File: src/rtl/des_round_engine.sv
// rtl/des_round_engine.sv - iterative DES round engine, 16 rounds, external f-function.
// Key schedule runs on a rotating CD register so only one PC-2 is needed.
module des_round_engine (
  input  logic        clk,
  input  logic        rst_n,
  input  logic        in_valid,
  output logic        in_ready,
  input  logic [63:0] in_block,
  input  logic [63:0] key,
  input  logic        decrypt,
  output logic [31:0] f_r,
  output logic [47:0] f_k,
  input  logic [31:0] f_out,
  output logic        out_valid,
  input  logic        out_ready,
  output logic [63:0] out_block
);

  typedef enum logic [1:0] {IDLE, RUN, DONE} state_t;

  // Table entries are DES bit numbers (1 = MSB); element for output bit 1 sits at the top index.
  localparam logic [55:0][7:0] PC1_TAB = {
    8'd57, 8'd49, 8'd41, 8'd33, 8'd25, 8'd17, 8'd9,  8'd1,  8'd58, 8'd50, 8'd42, 8'd34, 8'd26, 8'd18,
    8'd10, 8'd2,  8'd59, 8'd51, 8'd43, 8'd35, 8'd27, 8'd19, 8'd11, 8'd3,  8'd60, 8'd52, 8'd44, 8'd36,
    8'd63, 8'd55, 8'd47, 8'd39, 8'd31, 8'd23, 8'd15, 8'd7,  8'd62, 8'd54, 8'd46, 8'd38, 8'd30, 8'd22,
    8'd14, 8'd6,  8'd61, 8'd53, 8'd45, 8'd37, 8'd29, 8'd21, 8'd13, 8'd5,  8'd28, 8'd20, 8'd12, 8'd4
  };

  localparam logic [47:0][7:0] PC2_TAB = {
    8'd14, 8'd17, 8'd11, 8'd24, 8'd1,  8'd5,  8'd3,  8'd28, 8'd15, 8'd6,  8'd21, 8'd10,
    8'd23, 8'd19, 8'd12, 8'd4,  8'd26, 8'd8,  8'd16, 8'd7,  8'd27, 8'd20, 8'd13, 8'd2,
    8'd41, 8'd52, 8'd31, 8'd37, 8'd47, 8'd55, 8'd30, 8'd40, 8'd51, 8'd45, 8'd33, 8'd48,
    8'd44, 8'd49, 8'd39, 8'd56, 8'd34, 8'd53, 8'd46, 8'd42, 8'd50, 8'd36, 8'd29, 8'd32
  };

  function automatic logic [55:0] pc1(input logic [63:0] k);
    logic [55:0] o;
    o = '0;
    for (int j = 0; j < 56; j++) o[j[5:0]] = k[6'(8'd64 - PC1_TAB[j[5:0]])];
    return o;
  endfunction

  function automatic logic [47:0] pc2(input logic [55:0] cd_in);
    logic [47:0] o;
    o = '0;
    for (int j = 0; j < 48; j++) o[j[5:0]] = cd_in[6'(8'd56 - PC2_TAB[j[5:0]])];
    return o;
  endfunction

  function automatic logic [27:0] rol(input logic [27:0] h, input logic two);
    return two ? {h[25:0], h[27:26]} : {h[26:0], h[27]};
  endfunction

  function automatic logic [27:0] ror(input logic [27:0] h, input logic two);
    return two ? {h[1:0], h[27:2]} : {h[0], h[27:1]};
  endfunction

  // Shift schedule: single-bit rotation for rounds 1, 2, 9 and 16, double otherwise.
  function automatic logic shift_two(input logic [4:0] n);
    return !(n == 5'd1 || n == 5'd2 || n == 5'd9 || n == 5'd16);
  endfunction

  state_t      state;
  logic [31:0] l, r;
  logic [55:0] cd, next_cd, key_cd;
  logic [3:0]  cnt;
  logic        dec;
  logic        sh;

  assign key_cd = pc1(key);
  assign f_r    = r;
  assign f_k    = pc2(cd);

  // Rotation applied after round cnt+1 prepares the subkey for the following round.
  always_comb begin
    sh      = 1'b0;
    next_cd = cd;
    if (dec) begin
      sh      = shift_two(5'd16 - {1'b0, cnt});
      next_cd = {ror(cd[55:28], sh), ror(cd[27:0], sh)};
    end else begin
      sh      = shift_two({1'b0, cnt} + 5'd2);
      next_cd = {rol(cd[55:28], sh), rol(cd[27:0], sh)};
    end
  end

  always_ff @(posedge clk or negedge rst_n) begin
    if (!rst_n) begin
      state     <= IDLE;
      l         <= '0;
      r         <= '0;
      cd        <= '0;
      cnt       <= '0;
      dec       <= 1'b0;
      out_block <= '0;
      out_valid <= 1'b0;
      in_ready  <= 1'b1;
    end else begin
      case (state)
        IDLE: begin
          if (in_valid) begin
            l        <= in_block[63:32];
            r        <= in_block[31:0];
            dec      <= decrypt;
            cd       <= decrypt ? key_cd
                                : {rol(key_cd[55:28], 1'b0), rol(key_cd[27:0], 1'b0)};
            cnt      <= '0;
            in_ready <= 1'b0;
            state    <= RUN;
          end
        end
        RUN: begin
          l   <= r;
          r   <= l ^ f_out;
          cnt <= cnt + 4'd1;
          if (cnt == 4'd15) begin
            out_block <= {l ^ f_out, r};
            out_valid <= 1'b1;
            state     <= DONE;
          end else begin
            cd <= next_cd;
          end
        end
        DONE: begin
          if (out_ready) begin
            out_valid <= 1'b0;
            in_ready  <= 1'b1;
            state     <= IDLE;
          end
        end
        default: state <= IDLE;
      endcase
    end
  end

endmodule

File: config.mk
export PLATFORM = sky130hd
export DESIGN_NAME = des_round_engine
export DESIGN_NICKNAME = d
export VERILOG_FILES = /design/src/rtl/des_round_engine.sv
export SDC_FILE = /design/constraint.sdc
export NUM_CORES = 1
export LEC_CHECK = 0
export CORE_AREA = 2 2 168 170
export DETAILED_ROUTE_END_ITERATION = 6
export DIE_AREA = 0 0 170 172
export PLACE_DENSITY = 0.75
export SLEW_MARGIN = 30
export SYNTH_ARGS = -nofsm -noshare
export SYNTH_HDL_FRONTEND = slang
export SYNTH_SLANG_ARGS = --single-unit
File: constraint.sdc
create_clock -name clk -period 1.9 [get_ports clk]
set_input_delay 0.285 -clock clk [delete_from_list [all_inputs] [get_ports clk]]
set_output_delay 0.285 -clock clk [all_outputs]
set_load 0.03 [all_outputs]
== After elaboration in Yosys (flattened, before gate mapping) ==
Cells that the tools add are included.
Widths: inputs -> output; s select.

* Output and inout bits: 146
* Flip-flop bits (word level): 193

* Bitwise gates (word level): 1
* Reduce and logical (&&, ||, !) cells: 17
* Eq/ne operators: 15
* Multiplexer cells: 25
* Add/sub/neg operators: 3

{| class="wikitable"
|+ Operators with widths
! kind !! number
|-
| $mux 56 || 4
|-
| $pmux 32 s2 || 2
|-
| $mux 28 || 4
|-
| $pmux 56 s2 || 1
|-
| $mux 32 || 2
|-
| $xor 32x32->32 || 1
|-
| $reduce_and 3->1 || 4
|-
| $eq 5x1->1 const B || 2
|-
| $eq 5x2->1 const B || 2
|-
| $eq 5x4->1 const B || 2
|-
| $eq 5x5->1 const B || 2
|-
| $ne 2x2->1 const B || 4
|-
| $pmux 4 s2 || 1
|-
| $logic_or 1x1->1 || 6
|-
| $mux 2 || 3
|-
| $pmux 2 s3 || 1
|-
| $reduce_and 2->1 || 3
|-
| $reduce_bool 2->1 || 3
|-
| $add 4x2->5 const B || 1
|-
| $sub 5x4->5 const A || 1
|-
| $add 4x1->4 const B || 1
|-
| $eq 4x4->1 const B || 1
|-
| $mux 1 || 4
|-
| $mux 4 || 1
|-
| 4 further kinds || 5
|}

== Depth between registers and ports, before layout ==
* Depth after elaboration: 9
* Depth in mapped cells: 9
* Mapped depth without buffers: 7

== Worst setup path before layout ==
OpenSTA, ideal clock, no wires.

* Path type: register to register
* From: register cnt[0]
* To: register cd[15]
* Setup time: 0.150 ns
* Cell stages (with the launch flop): 10
* Path buffers: 2
* Arrival time: 1.825 ns
* Path slack: -0.075 ns
* Period minus slack after synthesis: 1.975 ns
* Path through: dfrtp_1 > inv_1 > ha_1 > and3_1 > o211ai_1 > a31o_2 > buf_12 > buf_12 > mux2i_1 > a41oi_1

* Cells in the longest elaborated chain, start to end: 9
* Elaborated cells on any way between the ends: 24

{| class="wikitable"
|+ RTL lines
! element !! line !! text
|-
| from (decl) || 66 || <nowiki>logic [3:0] cnt;</nowiki>
|-
| from (signal assigned) || 115 || <nowiki>cnt <= cnt + 4'd1;</nowiki>
|-
| $sub 5x4->5 / $add 4x2->5 (equally long branches) || 79, 82 ||
|-
| $eq 5x1->1 / $eq 5x2->1 (equally long branches) || 60 || <nowiki>return !(n == 5'd1 || n == 5'd2 || n == 5'd9 || n == 5'd16);</nowiki>
|-
| $logic_or 1x1->1 (3 in series) || 60 ||
|-
| $mux 28 (on tied branches) || 55, 51 ||
|-
| $mux 56 || 78 || <nowiki>if (dec) begin</nowiki>
|-
| $mux 56 || 116 || <nowiki>if (cnt == 4'd15) begin</nowiki>
|-
| $pmux 56 s2 || 99 || <nowiki>case (state)</nowiki>
|-
| to (signal assigned) || 105 || <nowiki>cd <= decrypt ? key_cd</nowiki>
|-
| to (signal assigned) || 121 || <nowiki>cd <= next_cd;</nowiki>
|-
| to (decl) || 65 || <nowiki>logic [55:0] cd, next_cd, key_cd;</nowiki>
|}

Several ways; a longest one is shown, not always the timed one. The select of a mux whose other input is x is not followed.
A chain may end at the register's enable or synchronous reset.

== Worst setup path in the final report ==
* From: register cnt[1]
* To: register cd[20]

Same word-level chain as after synthesis.

==> qor.csv <==
stage,metric,value,unit
yosys,count of different cell masters after synthesis,48,
sta,fin crit share,112,%
power,Sw Ratio,44.7,%
floorplanning,core area,0.0275,mm2
yosys,Synth area leader,dfrtp_1,
sta,Slew Limit Fails,0,
global_routing,Total GRT Usage,26.0,%
setup_path,worst setup path class,reg -> reg,
yosys,Avg Inst Size Synth,9.67,um2
power,Clock power frac,11.5,%
clocking,H-tree Lvls,4,
yosys,Synth Warn #,0,
setup_path,WP data arrival,2430,ps
clocking,CTS tree,built,
setup_path,Crit path required time,2200,ps
sta,Worst-Margin Slew,644,ps
detailed_routing,DRT Pass-1 Iters,5,
run,Max Cap Viol,0,
yosys,"count leader, synth",dfrtp_1,
yosys,"Top FF cell, synth",dfrtp_1,
detailed_routing,drt total wl,39.0,mm
yosys,register area share after synthesis,40.8,%
cells_and_area,Nets,1680,
clocking,"Clk Latency, worst-skew pair",450,ps
yosys,synth top area cells,"dfrtp_1, mux2i_1, nand3_1, o22ai_1, a41oi_1",
cells_and_area,Multi-input gate area,0.00619,mm2
global_routing,initial antenna violation count,1,
global_routing,GR Overflow Total,0,
outcome,status,finished with violations,
cells_and_area,post-route insts no fill,1868,
cells_and_area,sequential cell area,0.00484,mm2
global_routing,global-route wire length before repair,59.8,mm
floorplanning,row count,61,
global_routing,pin count of the biggest net entering global routing,69,
outcome,failing checks,negative setup slack,
yosys,Cells after Synth,1225,
clocking,TritonCTS buffer count,17,
sta,RSZ-0062 raised after global routing,true,
power,cell internal power dissipation,18.1,mW
yosys,Post-Syn Nets,1397,
floorplanning,I/O pins,311,
clocking,Clock transition at path regs,70,ps
detailed_routing,Routed WL per cell,20.9,um
detailed_routing,Avg Vias per Cell,5.90,
clocking,Sink Count,193,
sta,Final Skew,13.0,ps
cells_and_area,fin area,0.0170,mm2
sta,fmax,471,MHz
detailed_routing,antenna-violating nets left,0,
setup_path,peak fanout along the critical path,10,
detailed_routing,via count,11000,
yosys,Mapped Area,0.0118,mm2
sta,Final setup viols,105,
detailed_routing,DRT iter0 DRCs,942,
power,combinational power share,62.2,%
placement,cell total after placement,1793,
clocking,Max clock buf depth,2,
power,VDD IR max,1.22,mV
yosys,"FF+latch count, synth",193,
sta,crit path time final,2120,ps
power,PwrDens,1930,mW/mm2
detailed_routing,DRC Markers,0,
placement,DP Worst Slack,-174,ps
setup_path,nature of the critical path endpoint,flip-flop,
cells_and_area,share of cells above drive strength 1,20.6,%
floorplanning,die height,172,um
sta,TNS Setup,-11770,ps
cells_and_area,fillers,2181,
sta,final worst slack,-225,ps
floorplanning,Starting Density,43.1,%
placement,Detail Placement HPWL,24.4,mm
setup_path,Setup crit start kind,flip-flop,
sta,Final Hold Viols,0,
power,sequential power share,26.3,%
cells_and_area,"Area growth, synth to finish",43.3,%
global_routing,vias in the first global route,10900,
clocking,CTS root buf,clkbuf_16,
setup_path,flop2flop setup slack,-220,ps
placement,DP Area,0.0152,mm2
floorplanning,die width,170,um
hold_path,Hold WC Path Type,in -> reg,
placement,I/O Buffers,302,
yosys,fraction of registers with async set/reset,100,%
cells_and_area,Util after Layout,61.8,%
yosys,Yosys top cell area share,40.6,%
floorplanning,Die ar.,0.0292,mm2
power,net switching power,14.7,mW
power,LEAKAGE,7.49,nW
sta,Max-slew headroom,57.0,%
yosys,top cell types by occurrence after synthesis,"dfrtp_1, nand3_1, mux2i_1, o22ai_1, a21oi_1",
yosys,number of synthesized flops with an enable pin,0,
placement,Final Wtd Congestion,0.811,
metrics by stage:
step                hold WS, ps  power (mW)
floorplan                 -10.6        20.6
global placement            299        25.7
detailed placement          298        26.1
CTS                         326        32.3
global route                362        34.6
finish                      343        32.8
metal layers:
metal	routed length, um	up-vias	global-route usage [%]
li1	-	5044	-
met1	15700	5305	33.4
met2	18300	596	42.0
met3	4130	71	8.31
met4	973	0	8.10
met5	0	-	0
flip-flops by register name (all words and copies together), names as in the netlist:
| name | count |
|---|---|
| cnt | 4 |
| state | 2 |
| out_valid | 1 |
| dec | 1 |
| out_block | 64 |
| f_r | 32 |
| in_ready | 1 |
| cd | 56 |
| l | 32 |
layout by cell type (no fill, tap or decap), drive strengths merged, types with 2 or more instances in the layout:
master | Yosys | routed
buf | 109 | 120
clkinvlp | 0 | 4
ha | 7 | 7
mux2 | 33 | 33
mux2i | 114 | 114
dlygate4sd2 | 0 | 23
a21oi | 94 | 94
and2b | 43 | 43
o21ai | 101 | 101
dlymetal6s2s | 0 | 45
and2 | 8 | 8
xnor2 | 32 | 32
nor2 | 38 | 38
nor2b | 15 | 15
nand3 | 169 | 169
o22ai | 81 | 81
bufbuf | 0 | 2
a31oi | 8 | 8
bufinv | 0 | 2
clkinv | 0 | 3
nand2 | 50 | 50
inv | 6 | 10
nand2b | 2 | 2
and3 | 3 | 3
clkbuf | 53 | 23
dfrtp | 192 | 192
a22o | 2 | 2
a41oi | 56 | 56
clkdlybuf4s50 | 0 | 231
worst paths after layout:
check	end	from	cells past startpoint
max in group asynchronous	dec	rst_n	3
min in group asynchronous	cd[35]	rst_n	2
worst max register to register	cd[20]	cnt[1]	10
worst min-delay path	in_ready	in_valid	5
worst max-delay path	cd[20]	cnt[1]	10
worst min register to register	out_block[28]	out_block[28]	1
worst max-delay path, stage by stage, from the launching register on:
cell and delay [ps]:
dfrtp_2 470, buf_4 170, ha_4 170, and3_4 200, a21oi_4 170, buf_6 140
buf_12 150, bufbuf_16 280, nand3_1 70, o21ai_1 90, a41oi_1 50
repair_timing:
item	in CTS	in global routing
gates resized for setup	81	73
hold endpoints to repair	48	0
cloned	14	3
pin swaps	13	3
setup endpoints to repair	121	157
hold buffers	1	0
buffers inserted	17	7
logic make-up after synthesis:
kind of cell,Yosys count,synth area share [%]
adders and majority gates,7,0.740
and+or+nand+nor,330,14.8
DFF,193,40.8
buffers and inverters,168,9.02
xor gates and xnor gates,32,2.37
muxes,147,13.5
AOI/OAI and AO/OA,348,18.7
cell type report:
| cell class | instances | share of cell area (%) |
|---|---|---|
| Antenna cell | 1 | 0.0147 |
| Clock buffer | 19 | 2.61 |
| Clock inverter | 13 | 0.900 |
| Inverter | 6 | 0.147 |
| Multi-Input combinational cell | 864 | 36.5 |
| Sequential cell | 193 | 28.5 |
| Tap cell | 346 | 2.55 |
| Timing Repair Buffer | 426 | 28.8 |
power by group through the flow:
stage / logic [mW] / clock network (mW) / registers (mW)
2_1_floorplan: 10.7 / 0 / 9.88
3_3_place_gp: 17.2 / 0 / 8.49
3_5_place_dp: 17.6 / 0 / 8.55
4_1_cts: 19.9 / 3.83 / 8.55
5_1_grt: 21.7 / 3.99 / 8.92
6_report: 20.4 / 3.76 / 8.64
Note: power is estimated with default switching activity, not from simulation.
